`src/rtl/axil_gpio_pkg.sv`:
```
`default_nettype none
// ============================================================================
// axil_gpio_pkg : register offsets, response codes, FSM states, address decode
// Revision: 1.0
// ============================================================================
package axil_gpio_pkg;

   localparam logic [31:0] LED_OFS   = 32'h00;
   localparam logic [31:0] SW_OFS    = 32'h04;
   localparam logic [31:0] EDGE_OFS  = 32'h08;
   localparam logic [31:0] IRQEN_OFS = 32'h0C;

   localparam logic [1:0] RESP_OKAY   = 2'b00;
   localparam logic [1:0] RESP_SLVERR = 2'b10;

   typedef enum logic [1:0] {
      W_IDLE    = 2'd0,
      W_HAVE_AW = 2'd1,
      W_HAVE_W  = 2'd2,
      W_RESP    = 2'd3
   } wr_state_t;

   typedef enum logic {
      R_IDLE = 1'b0,
      R_DATA = 1'b1
   } rd_state_t;

   typedef enum logic [2:0] {
      SEL_LED   = 3'd0,
      SEL_SW    = 3'd1,
      SEL_EDGE  = 3'd2,
      SEL_IRQEN = 3'd3,
      SEL_NONE  = 3'd4
   } reg_sel_t;

   // Byte lanes within a word are ignored; only the word offset selects.
   function automatic reg_sel_t decode(input logic [31:0] addr);
      reg_sel_t sel;
      case ({addr[31:2], 2'b00})
         LED_OFS:   sel = SEL_LED;
         SW_OFS:    sel = SEL_SW;
         EDGE_OFS:  sel = SEL_EDGE;
         IRQEN_OFS: sel = SEL_IRQEN;
         default:   sel = SEL_NONE;
      endcase
      return sel;
   endfunction

   function automatic logic [31:0] strb_mask(input logic [3:0] strb);
      logic [31:0] m;
      m = '0;
      for (int i = 0; i < 4; i++) begin
         m[8*i +: 8] = {8{strb[i]}};
      end
      return m;
   endfunction

endpackage
`default_nettype wire

```
`src/rtl/axil_gpio_sync.sv`:
```
`default_nettype none
// ============================================================================
// axil_gpio_sync : parameterised-width two-flop synchroniser, async reset
// Revision: 1.0
// ============================================================================
module axil_gpio_sync #(
   parameter int WIDTH = 8
) (
   input  logic             clk,
   input  logic             rst_n,
   input  logic [WIDTH-1:0] d,
   output logic [WIDTH-1:0] q
);

   logic [WIDTH-1:0] meta;

   always_ff @(posedge clk or negedge rst_n) begin
      if (!rst_n) begin
         meta <= '0;
         q    <= '0;
      end else begin
         meta <= d;
         q    <= meta;
      end
   end

endmodule
`default_nettype wire

```
`src/rtl/axil_gpio_regs.sv`:
```
`default_nettype none
// ============================================================================
// axil_gpio_regs : AXI4-Lite LED/switch registers with edge capture and irq
// Revision: 1.0
// ============================================================================
module axil_gpio_regs
   import axil_gpio_pkg::*;
#(
   parameter int ADDR_WIDTH = 5,
   parameter int LED_WIDTH  = 8,
   parameter int SW_WIDTH   = 8
) (
   input  logic                  aclk,
   input  logic                  aresetn,
   input  logic [ADDR_WIDTH-1:0] s_axi_awaddr,
   input  logic                  s_axi_awvalid,
   output logic                  s_axi_awready,
   input  logic [31:0]           s_axi_wdata,
   input  logic [3:0]            s_axi_wstrb,
   input  logic                  s_axi_wvalid,
   output logic                  s_axi_wready,
   output logic [1:0]            s_axi_bresp,
   output logic                  s_axi_bvalid,
   input  logic                  s_axi_bready,
   input  logic [ADDR_WIDTH-1:0] s_axi_araddr,
   input  logic                  s_axi_arvalid,
   output logic                  s_axi_arready,
   output logic [31:0]           s_axi_rdata,
   output logic [1:0]            s_axi_rresp,
   output logic                  s_axi_rvalid,
   input  logic                  s_axi_rready,
   output logic [LED_WIDTH-1:0]  led,
   input  logic [SW_WIDTH-1:0]   sw,
   output logic                  irq
);

   wr_state_t             wr_state, wr_state_nxt;
   rd_state_t             rd_state, rd_state_nxt;
   logic                  out_of_reset;
   logic                  aw_hs, w_hs, ar_hs, do_write;
   logic [ADDR_WIDTH-1:0] awaddr_q, wr_addr;
   logic [31:0]           wdata_q, wr_data, wr_mask;
   logic [3:0]            wstrb_q, wr_strb;
   reg_sel_t              wr_sel;
   logic [SW_WIDTH-1:0]   sw_sync, sw_prev, edge_bits, edge_clr, irq_en;
   logic [31:0]           rd_val;
   logic [1:0]            rd_resp;

   axil_gpio_sync #(.WIDTH(SW_WIDTH)) u_sync (
      .clk   (aclk),
      .rst_n (aresetn),
      .d     (sw),
      .q     (sw_sync)
   );

   // Readies stay low in reset and rise on the first edge after release.
   assign s_axi_awready = out_of_reset & (wr_state == W_IDLE || wr_state == W_HAVE_W);
   assign s_axi_wready  = out_of_reset & (wr_state == W_IDLE || wr_state == W_HAVE_AW);
   assign s_axi_bvalid  = (wr_state == W_RESP);
   assign s_axi_arready = out_of_reset & (rd_state == R_IDLE);
   assign s_axi_rvalid  = (rd_state == R_DATA);
   assign aw_hs         = s_axi_awvalid & s_axi_awready;
   assign w_hs          = s_axi_wvalid & s_axi_wready;
   assign ar_hs         = s_axi_arvalid & s_axi_arready;

   // The final handshake commits in its own cycle, so bypass the holding regs.
   assign wr_addr  = aw_hs ? s_axi_awaddr : awaddr_q;
   assign wr_data  = w_hs ? s_axi_wdata : wdata_q;
   assign wr_strb  = w_hs ? s_axi_wstrb : wstrb_q;
   assign wr_mask  = strb_mask(wr_strb);
   assign wr_sel   = decode(32'(wr_addr));
   assign edge_clr = (do_write && wr_sel == SEL_EDGE) ? SW_WIDTH'(wr_data & wr_mask) : '0;

   always_comb begin
      wr_state_nxt = wr_state;
      do_write     = 1'b0;
      case (wr_state)
         W_IDLE: begin
            if (aw_hs && w_hs) begin
               wr_state_nxt = W_RESP;
               do_write     = 1'b1;
            end else if (aw_hs) begin
               wr_state_nxt = W_HAVE_AW;
            end else if (w_hs) begin
               wr_state_nxt = W_HAVE_W;
            end
         end
         W_HAVE_AW: if (w_hs) begin
            wr_state_nxt = W_RESP;
            do_write     = 1'b1;
         end
         W_HAVE_W: if (aw_hs) begin
            wr_state_nxt = W_RESP;
            do_write     = 1'b1;
         end
         W_RESP: if (s_axi_bready) wr_state_nxt = W_IDLE;
         default: wr_state_nxt = W_IDLE;
      endcase
   end

   always_comb begin
      rd_state_nxt = rd_state;
      case (rd_state)
         R_IDLE:  if (ar_hs) rd_state_nxt = R_DATA;
         R_DATA:  if (s_axi_rready) rd_state_nxt = R_IDLE;
         default: rd_state_nxt = R_IDLE;
      endcase
   end

   always_comb begin
      rd_val  = '0;
      rd_resp = RESP_OKAY;
      case (decode(32'(s_axi_araddr)))
         SEL_LED:   rd_val = 32'(led);
         SEL_SW:    rd_val = 32'(sw_sync);
         SEL_EDGE:  rd_val = 32'(edge_bits);
         SEL_IRQEN: rd_val = 32'(irq_en);
         default:   rd_resp = RESP_SLVERR;
      endcase
   end

   always_ff @(posedge aclk or negedge aresetn) begin
      if (!aresetn) begin
         out_of_reset <= 1'b0;
         wr_state     <= W_IDLE;
         rd_state     <= R_IDLE;
         awaddr_q     <= '0;
         wdata_q      <= '0;
         wstrb_q      <= '0;
         s_axi_bresp  <= RESP_OKAY;
         s_axi_rdata  <= '0;
         s_axi_rresp  <= RESP_OKAY;
         led          <= '0;
         irq_en       <= '0;
         edge_bits    <= '0;
         sw_prev      <= '0;
         irq          <= 1'b0;
      end else begin
         out_of_reset <= 1'b1;
         wr_state     <= wr_state_nxt;
         rd_state     <= rd_state_nxt;
         if (aw_hs) awaddr_q <= s_axi_awaddr;
         if (w_hs) begin
            wdata_q <= s_axi_wdata;
            wstrb_q <= s_axi_wstrb;
         end
         if (do_write) begin
            s_axi_bresp <= (wr_sel == SEL_NONE) ? RESP_SLVERR : RESP_OKAY;
            if (wr_sel == SEL_LED)
               led <= LED_WIDTH'((32'(led) & ~wr_mask) | (wr_data & wr_mask));
            if (wr_sel == SEL_IRQEN)
               irq_en <= SW_WIDTH'((32'(irq_en) & ~wr_mask) | (wr_data & wr_mask));
         end
         if (ar_hs) begin
            s_axi_rdata <= rd_val;
            s_axi_rresp <= rd_resp;
         end
         // OR-ing the new events after the clear lets a same-cycle set win.
         edge_bits <= (edge_bits & ~edge_clr) | (sw_sync ^ sw_prev);
         sw_prev   <= sw_sync;
         irq       <= |(edge_bits & irq_en);
      end
   end

endmodule
`default_nettype wire
```
`config.mk`:
```
export PLATFORM = sky130hd
export DESIGN_NAME = axil_gpio_regs
export DESIGN_NICKNAME = d
export VERILOG_FILES = /design/src/rtl/axil_gpio_pkg.sv /design/src/rtl/axil_gpio_sync.sv /design/src/rtl/axil_gpio_regs.sv
export SDC_FILE = /design/constraint.sdc
export NUM_CORES = 1
export LEC_CHECK = 0
export CORE_AREA = 2 2 96 75
export CTS_BUF_LIST = sky130_fd_sc_hd__clkbuf_4 sky130_fd_sc_hd__clkbuf_8
export CTS_CLUSTER_DIAMETER = 30
export CTS_CLUSTER_SIZE = 8
export DETAILED_ROUTE_END_ITERATION = 16
export DIE_AREA = 0 0 98 77
export PLACE_DENSITY = 0.95
export SYNTH_ARGS = -nofsm -noshare
export SYNTH_HDL_FRONTEND = slang
export SYNTH_SLANG_ARGS = --single-unit
```
`constraint.sdc`:
```
create_clock -name aclk -period 7.5 [get_ports aclk]
set_clock_uncertainty 0.1 [all_clocks]
set_input_delay 1.5 -clock aclk [delete_from_list [all_inputs] [get_ports aclk]]
set_output_delay 1.5 -clock aclk [all_outputs]
set_load 0.1 [all_outputs]
```
==> run metrics, run 1 <==
Hold Violations, Final 0; Synth Instances 238; Synth cell types 37; die span in x 98 um; CTS Buffer Depth 2; Final setup viols 0; synthesized flop and latch total 75; Sequential Power Share 0.333; top cells by area, synth dfrtp_1 57%, mux2_2 7.5%, buf_4 5.9%; Iter 0 DRT Violations 150; switching portion of total power 0.4490; Combinational Power Share 0.470; I/O pins 111; DRC 0; main combinational cell family by area after synthesis multiplexers; clock slew at reported path FFs about 0.080 ns; number of enable flip-flop cells after synthesis 0; Tmin final 4.222 ns; clock group share of total power 0.197; # fillers 528; Avg Inst Size Synth 13.89 um^2; count of maximum capacitance violations 0; antenna cells 0; Vias/cell 5.172; via count 1986; xor and xnor area share after synthesis 0.02120; worst stage delay on the critical path 1.15 ns; end of the worst hold path u_sync.q[7]; Synth Area in Compound Gates 0.09727; share of layout cells above drive strength 1 0.2000; CTS Buf Count 9; Initial Utilization 0.5006; TritonCTS clock tree done; Total GRT Usage 0.1865; startpoint types flop; Final HPWL DP about 4500 um; Leak between 1.5 and 2 nW; RSZ-0062 raised after global routing false; Total Nets Final 360; hold depth 0; first-pass GRT wire length 10610 um; cell area after synthesis 3306 um^2; Internal Pwr Total ~940 uW; most frequent CP cell nor2_1; Skew-Pair Late Insertion Delay 0.36 ns; Sink Count 75; Slowest cell on crit path clkdlybuf4s50_1; min-delay worst type reg2reg; Die H 77 um; vias in the first global route between 2000 and 2500; met1 Track Usage GR 0.2416; PwrDens 426.2 nW/um^2; Max Clk Rate 236.9 MHz; WS Path Type reg2out; Hold Startpoint u_sync.meta[7]; Seq. cell area 1877 um^2; die footprint 7546 um^2; GPL Wtd Cong 0.7604; Slew headroom 0.3413; status complete, no violations; Synth top area share 0.5678; Multi-input gate area roughly 1200 um^2; NetSw approximately 770 uW; Req. time, crit path about 5.9 ns; # port buffers 53; postcts setup bufs 0; ys flop type dfrtp_1; largest net degree at the start of global routing 76; Cell Rows 26; Detail Route Antenna Nets 0; worst-case vdd ir drop 0.2020 mV; CP Cell Sequence inv_1, ha_1, nor2_1, nor2_1, clkdlybuf4s50_1; M2 GR Usage 0.2870; final design utilization 0.6088; Core Area ~6600 um^2; CP max FO 9; Post-synth top cells 75 x dfrtp_1, 26 x buf_4, 22 x mux2_2, 14 x inv_1, 10 x o21ai_0; hold buffers post-CTS 0; setup tns final 0 ns; arrival time worst endpoint 2.62 ns; multiplexer share of the synthesized area 0.1749; Final Cycle Share 0.5629; GRT Max-Usage Layer met2; Seq/Total Area, Yosys 0.5678; Finished Cell Area 4020 um^2; RR Startpoint wr_state[0]; final wirelength 6493 um; Pre-Repair DR Iteration Count 4; Max Slew Vio Count 0; simple-gate share of the synthesized area 0.03482; YS warnings 0; Adder-Cell Fraction of Synth Area 0.01514; Least-Margin Pin Slew ~0.98 ns; Placed Area 3799 um^2; Routed WL per cell 16.91 um; cts repair resizes 0; reg2reg path depth 6; M3 GR Usage 0.07110; Pwr Total 1.713 mW; Area Overhead vs Synth 21.61%; FF-to-FF setup slack between 4 and 5 ns; H-tree levels 3; root buffer cell clkbuf_8; leading area contributor after synthesis dfrtp_1; CP Capture Type primary output; grt ovf 0; Async S/R FF share, synth 1.000; top-count cell post-synth dfrtp_1; initial antenna violation count 0
==> critical path, delay by kind of cell (launching register included) <==
kind	cells	cell delay (ns)
adder cells (fa/ha/maj)	1	0.40
buffers and inverters	2	1.26
flip-flops	1	0.41
AND/OR/NAND/NOR	2	0.19
==> stage by stage <==
stage                     cells  worst slack [ns]  hold WS, ns
after CTS                   384             3.268       0.2522
after global routing        384             3.155       0.2639
after detailed placement    368             3.090       0.2370
after global placement      368             3.222       0.2318
final                       384             3.278       0.2513
after floorplan             263             3.647       0.2312
==> placed cells by master, fill, tap and decap left out, types with 2 or more instances in the layout <==
cell	netlist	final
ha_1	4	4
dfrtp_1	75	75
mux2_2	22	22
clkdlybuf4s50_1	0	52
clkbuf_8	0	9
nor2_1	6	6
xnor2_1	8	8
mux4_2	8	8
a22oi_1	5	5
o21ai_0	10	10
o21bai_1	8	8
inv_1	14	14
nand2_1	6	6
nor2b_1	2	2
clkinvlp_4	0	3
mux2_4	8	8
clkinv_2	0	2
bufinv_16	0	2
conb_1	2	27
a22o_1	8	8
mux2i_1	3	3
==> cells by family (layout without fill, tap and decap cells) <==
kind of cell / Yosys count / after routing
and+or+nand+nor: 22 / 22
muxes: 41 / 41
adders and majority gates: 4 / 4
xor gates and xnor gates: 8 / 8
AOI/OAI and AO/OA: 40 / 40
DFF: 75 / 75
buffers and inverters: 46 / 83
other: 2 / 27
==> power groups by stage <==
stage / clock network [mW] / registers [mW] / logic, mW
finish: 0.337 / 0.571 / 0.805
global route: 0.363 / 0.583 / 0.844
CTS: 0.346 / 0.571 / 0.809
detailed placement: 0 / 0.579 / 0.805
global placement: 0 / 0.571 / 0.785
floorplan: 0 / 0.823 / 0.391
==> how the worst max path moves through the flow <==
stage / from / endpoint / slack, ns / depth (start not counted)
2_1_floorplan: s_axi_rvalid / s_axi_arready / 3.65 / 1
3_5_place_dp: s_axi_awvalid / edge_bits[0] / 3.09 / 5
4_1_cts: wr_state[0] / s_axi_awready / 3.27 / 5
3_3_place_gp: s_axi_awvalid / edge_bits[2] / 3.22 / 5
6_report: wr_state[0] / s_axi_awready / 3.28 / 5
5_1_grt: wr_state[1] / s_axi_wready / 3.16 / 5
==> routing by layer <==
layer  vias to the layer above  routed length, um
met2                        72               3207
met5                         -                  0
met4                         0                 94
met1                      1004               2786
li1                        897                  -
met3                        13                404
==> layout make-up <==
| class | count | area share |
|---|---|---|
| repair buffers | 53 | 0.1313 |
| inverters | 14 | 0.01307 |
| flip-flops and latches | 75 | 0.4669 |
| well taps | 84 | 0.02614 |
| multi-input cells | 142 | 0.3087 |
| clock inverters | 7 | 0.02303 |
| clock buffers | 9 | 0.03081 |
Power figures use the tool's default switching activity.
==> run 2, diff against run 1 <==
Settings changed: CORE_AREA 2 2 96 75 to 2 2 100 78, DIE_AREA 0 0 98 77 to 0 0 102 80, PLACE_DENSITY 0.95 to 0.89.
Clock period 7.5 ns to 4.4 ns, I/O delays scaled along.
==> run metrics, run 2 (synthesis gave the netlist of run 1 again) <==
clock slew at reported path FFs 0.08 ns (about the same); Cell Rows 27 (+3.8%); Internal Pwr Total 1.533 mW (+62%); TritonCTS clock tree done; arrival time worst endpoint 2.64 ns (+0.02 ns); most frequent cells in the layout 75 x dfrtp_1, 52 x clkdlybuf4s50_1, 27 x conb_1, 22 x mux2_2, 14 x inv_1; clock group share of total power 0.170 (-0.027); startpoint types flop; Slew headroom 0.3293 (-0.01203); Final setup viols 0 (unchanged); initial antenna violation count 0 (unchanged); CTS Buf Count 9 (unchanged); worst stage delay on the critical path 1.15 ns (about the same); CP Cell Sequence inv_1, ha_1, nor2_1, nor2_1, clkdlybuf4s50_1; H-tree levels 3 (unchanged); Detail Route Antenna Nets 0 (unchanged); Area Overhead vs Synth 21.35%; cts repair resizes 0 (unchanged); hold buffers post-CTS 0 (unchanged); # port buffers 53 (unchanged); GPL Wtd Cong 0.8105 (+6.6%); Max Clk Rate ~280 MHz; RSZ-0062 raised after global routing false; die footprint 8160 um^2 (+8.1%); Pre-Repair DR Iteration Count 4 (unchanged); Core Area 7162 um^2 (+8.5%); Initial Utilization 0.4616 (-0.03900); Final Cycle Share 0.8223; PwrDens 706.5 nW/um^2 (+66%); Tmin final roughly 3.6 ns; Die H 80 um (+3.9%); Total Nets Final 361 (+0.28%); switching portion of total power 0.4592 (+0.01021); CTS Buffer Depth 2 (unchanged); share of layout cells above drive strength 1 0.1993 (-0.0006645); Slowest cell on crit path clkdlybuf4s50_1; Skew-Pair Late Insertion Delay 0.35 ns (about the same); worst-case vdd ir drop 0.3710 mV (+84%); most frequent CP cell nor2_1; CP Capture Type primary output; Least-Margin Pin Slew 1.003 ns (+0.01799 ns); Total GRT Usage 0.1760 (-0.01044); setup tns final 0 ns (unchanged); Combinational Power Share 0.484 (+0.014); status complete, no violations; Max Slew Vio Count 0 (unchanged); Final HPWL DP 4597 um (+2.9%); final wirelength 6464 um (-0.45%); grt ovf 0 (unchanged); Vias/cell 4.943 (-4.4%); commonest non-fill, non-tap cell in the layout dfrtp_1; PnR worst setup slack 0.7817 ns (-2.496 ns); WS Path Type reg2out; postcts setup bufs 0 (unchanged); antenna cells 0 (unchanged); count of maximum capacitance violations 0 (unchanged); DRC 0 (unchanged); vias in the first global route 2065 (-1.1%); Sequential Power Share 0.345 (+0.012); Sink Count 75 (unchanged); Place WS 0.8804 ns (-2.210 ns); largest net degree at the start of global routing 76 (unchanged); die span in x 102 um (+4.1%); first-pass GRT wire length 10610 um (about the same); min-delay worst type reg2reg; Iter 0 DRT Violations 83 (-45%); Hold Violations, Final 0 (unchanged); Leak 1.864 nW (-0.23%); I/O pins 111 (unchanged); root buffer cell clkbuf_8; NetSw 1.301 mW (+69%); Req. time, crit path 3.42 ns (-2.48 ns); via count 1987 (+0.050%); CP max FO 9 (unchanged); Routed WL per cell 16.08 um (-4.9%)
[run 2: metrics by stage]
| stage | power, mW | instance area (um^2) | hold WS, ns | util | std cells |
|---|---|---|---|---|---|
| 3_3_place_gp | 2.317 | 3827 | 0.2328 | 0.5344 | 386 |
| 2_1_floorplan | 2.069 | 3400 | 0.2312 | - | 263 |
| 3_5_place_dp | 2.367 | 3827 | 0.2347 | 0.5344 | 386 |
| 4_1_cts | 2.853 | 4011 | 0.2485 | 0.5601 | 402 |
| 6_report | 2.834 | 4011 | 0.2477 | 0.5601 | 402 |
| 5_1_grt | 2.979 | 4011 | 0.2582 | 0.5601 | 402 |
[run 2: critical path, delay by kind of cell, from the launching register on]
family / cells / cell delay, ns
fa+ha+maj: 1 / 0.39
simple gates: 2 / 0.23
buf+inv: 2 / 1.26
flops: 1 / 0.40
[run 2: power groups by stage]
stage	Combinational [mW]	Sequential (mW)	Clock (mW)
after detailed placement	1.38	0.988	0
final	1.37	0.978	0.483
after global routing	1.45	1.00	0.528
after CTS	1.38	0.978	0.494
after global placement	1.34	0.975	0
after floorplan	0.667	1.40	0
[run 2: area by class of cell]
type | instances | area [um^2]
multi-input combinational | 142 | 1236
inverter | 14 | 52.55
clock inverter | 4 | 25.02
fill | 613 | 3151
sequential | 75 | 1877
clock buffer | 12 | 158.9
tap | 101 | 126.4
timing repair buffer | 54 | 535.5
[run 2: routing by layer]
layer	share of wire	global-route usage
met4	0.012	0.05200
met3	0.079	0.07180
met1	0.43	0.2218
met5	0	0
met2	0.48	0.2796
[run 2: final timing paths]
check | start | end | slack (ns) | cells past startpoint
max | wr_state[0] | s_axi_awready | 0.78 | 5
min | u_sync.meta[6] | u_sync.q[6] | 0.25 | 0
max reg2reg | wr_state[0] | flop | 1.34 | 6
min reg2reg | u_sync.meta[6] | u_sync.q[6] | 0.25 | 0
max in group asynchronous | aresetn | u_sync.meta[7] | 3.05 | 1
min in group asynchronous | aresetn | wdata_q[3] | 0.55 | 1
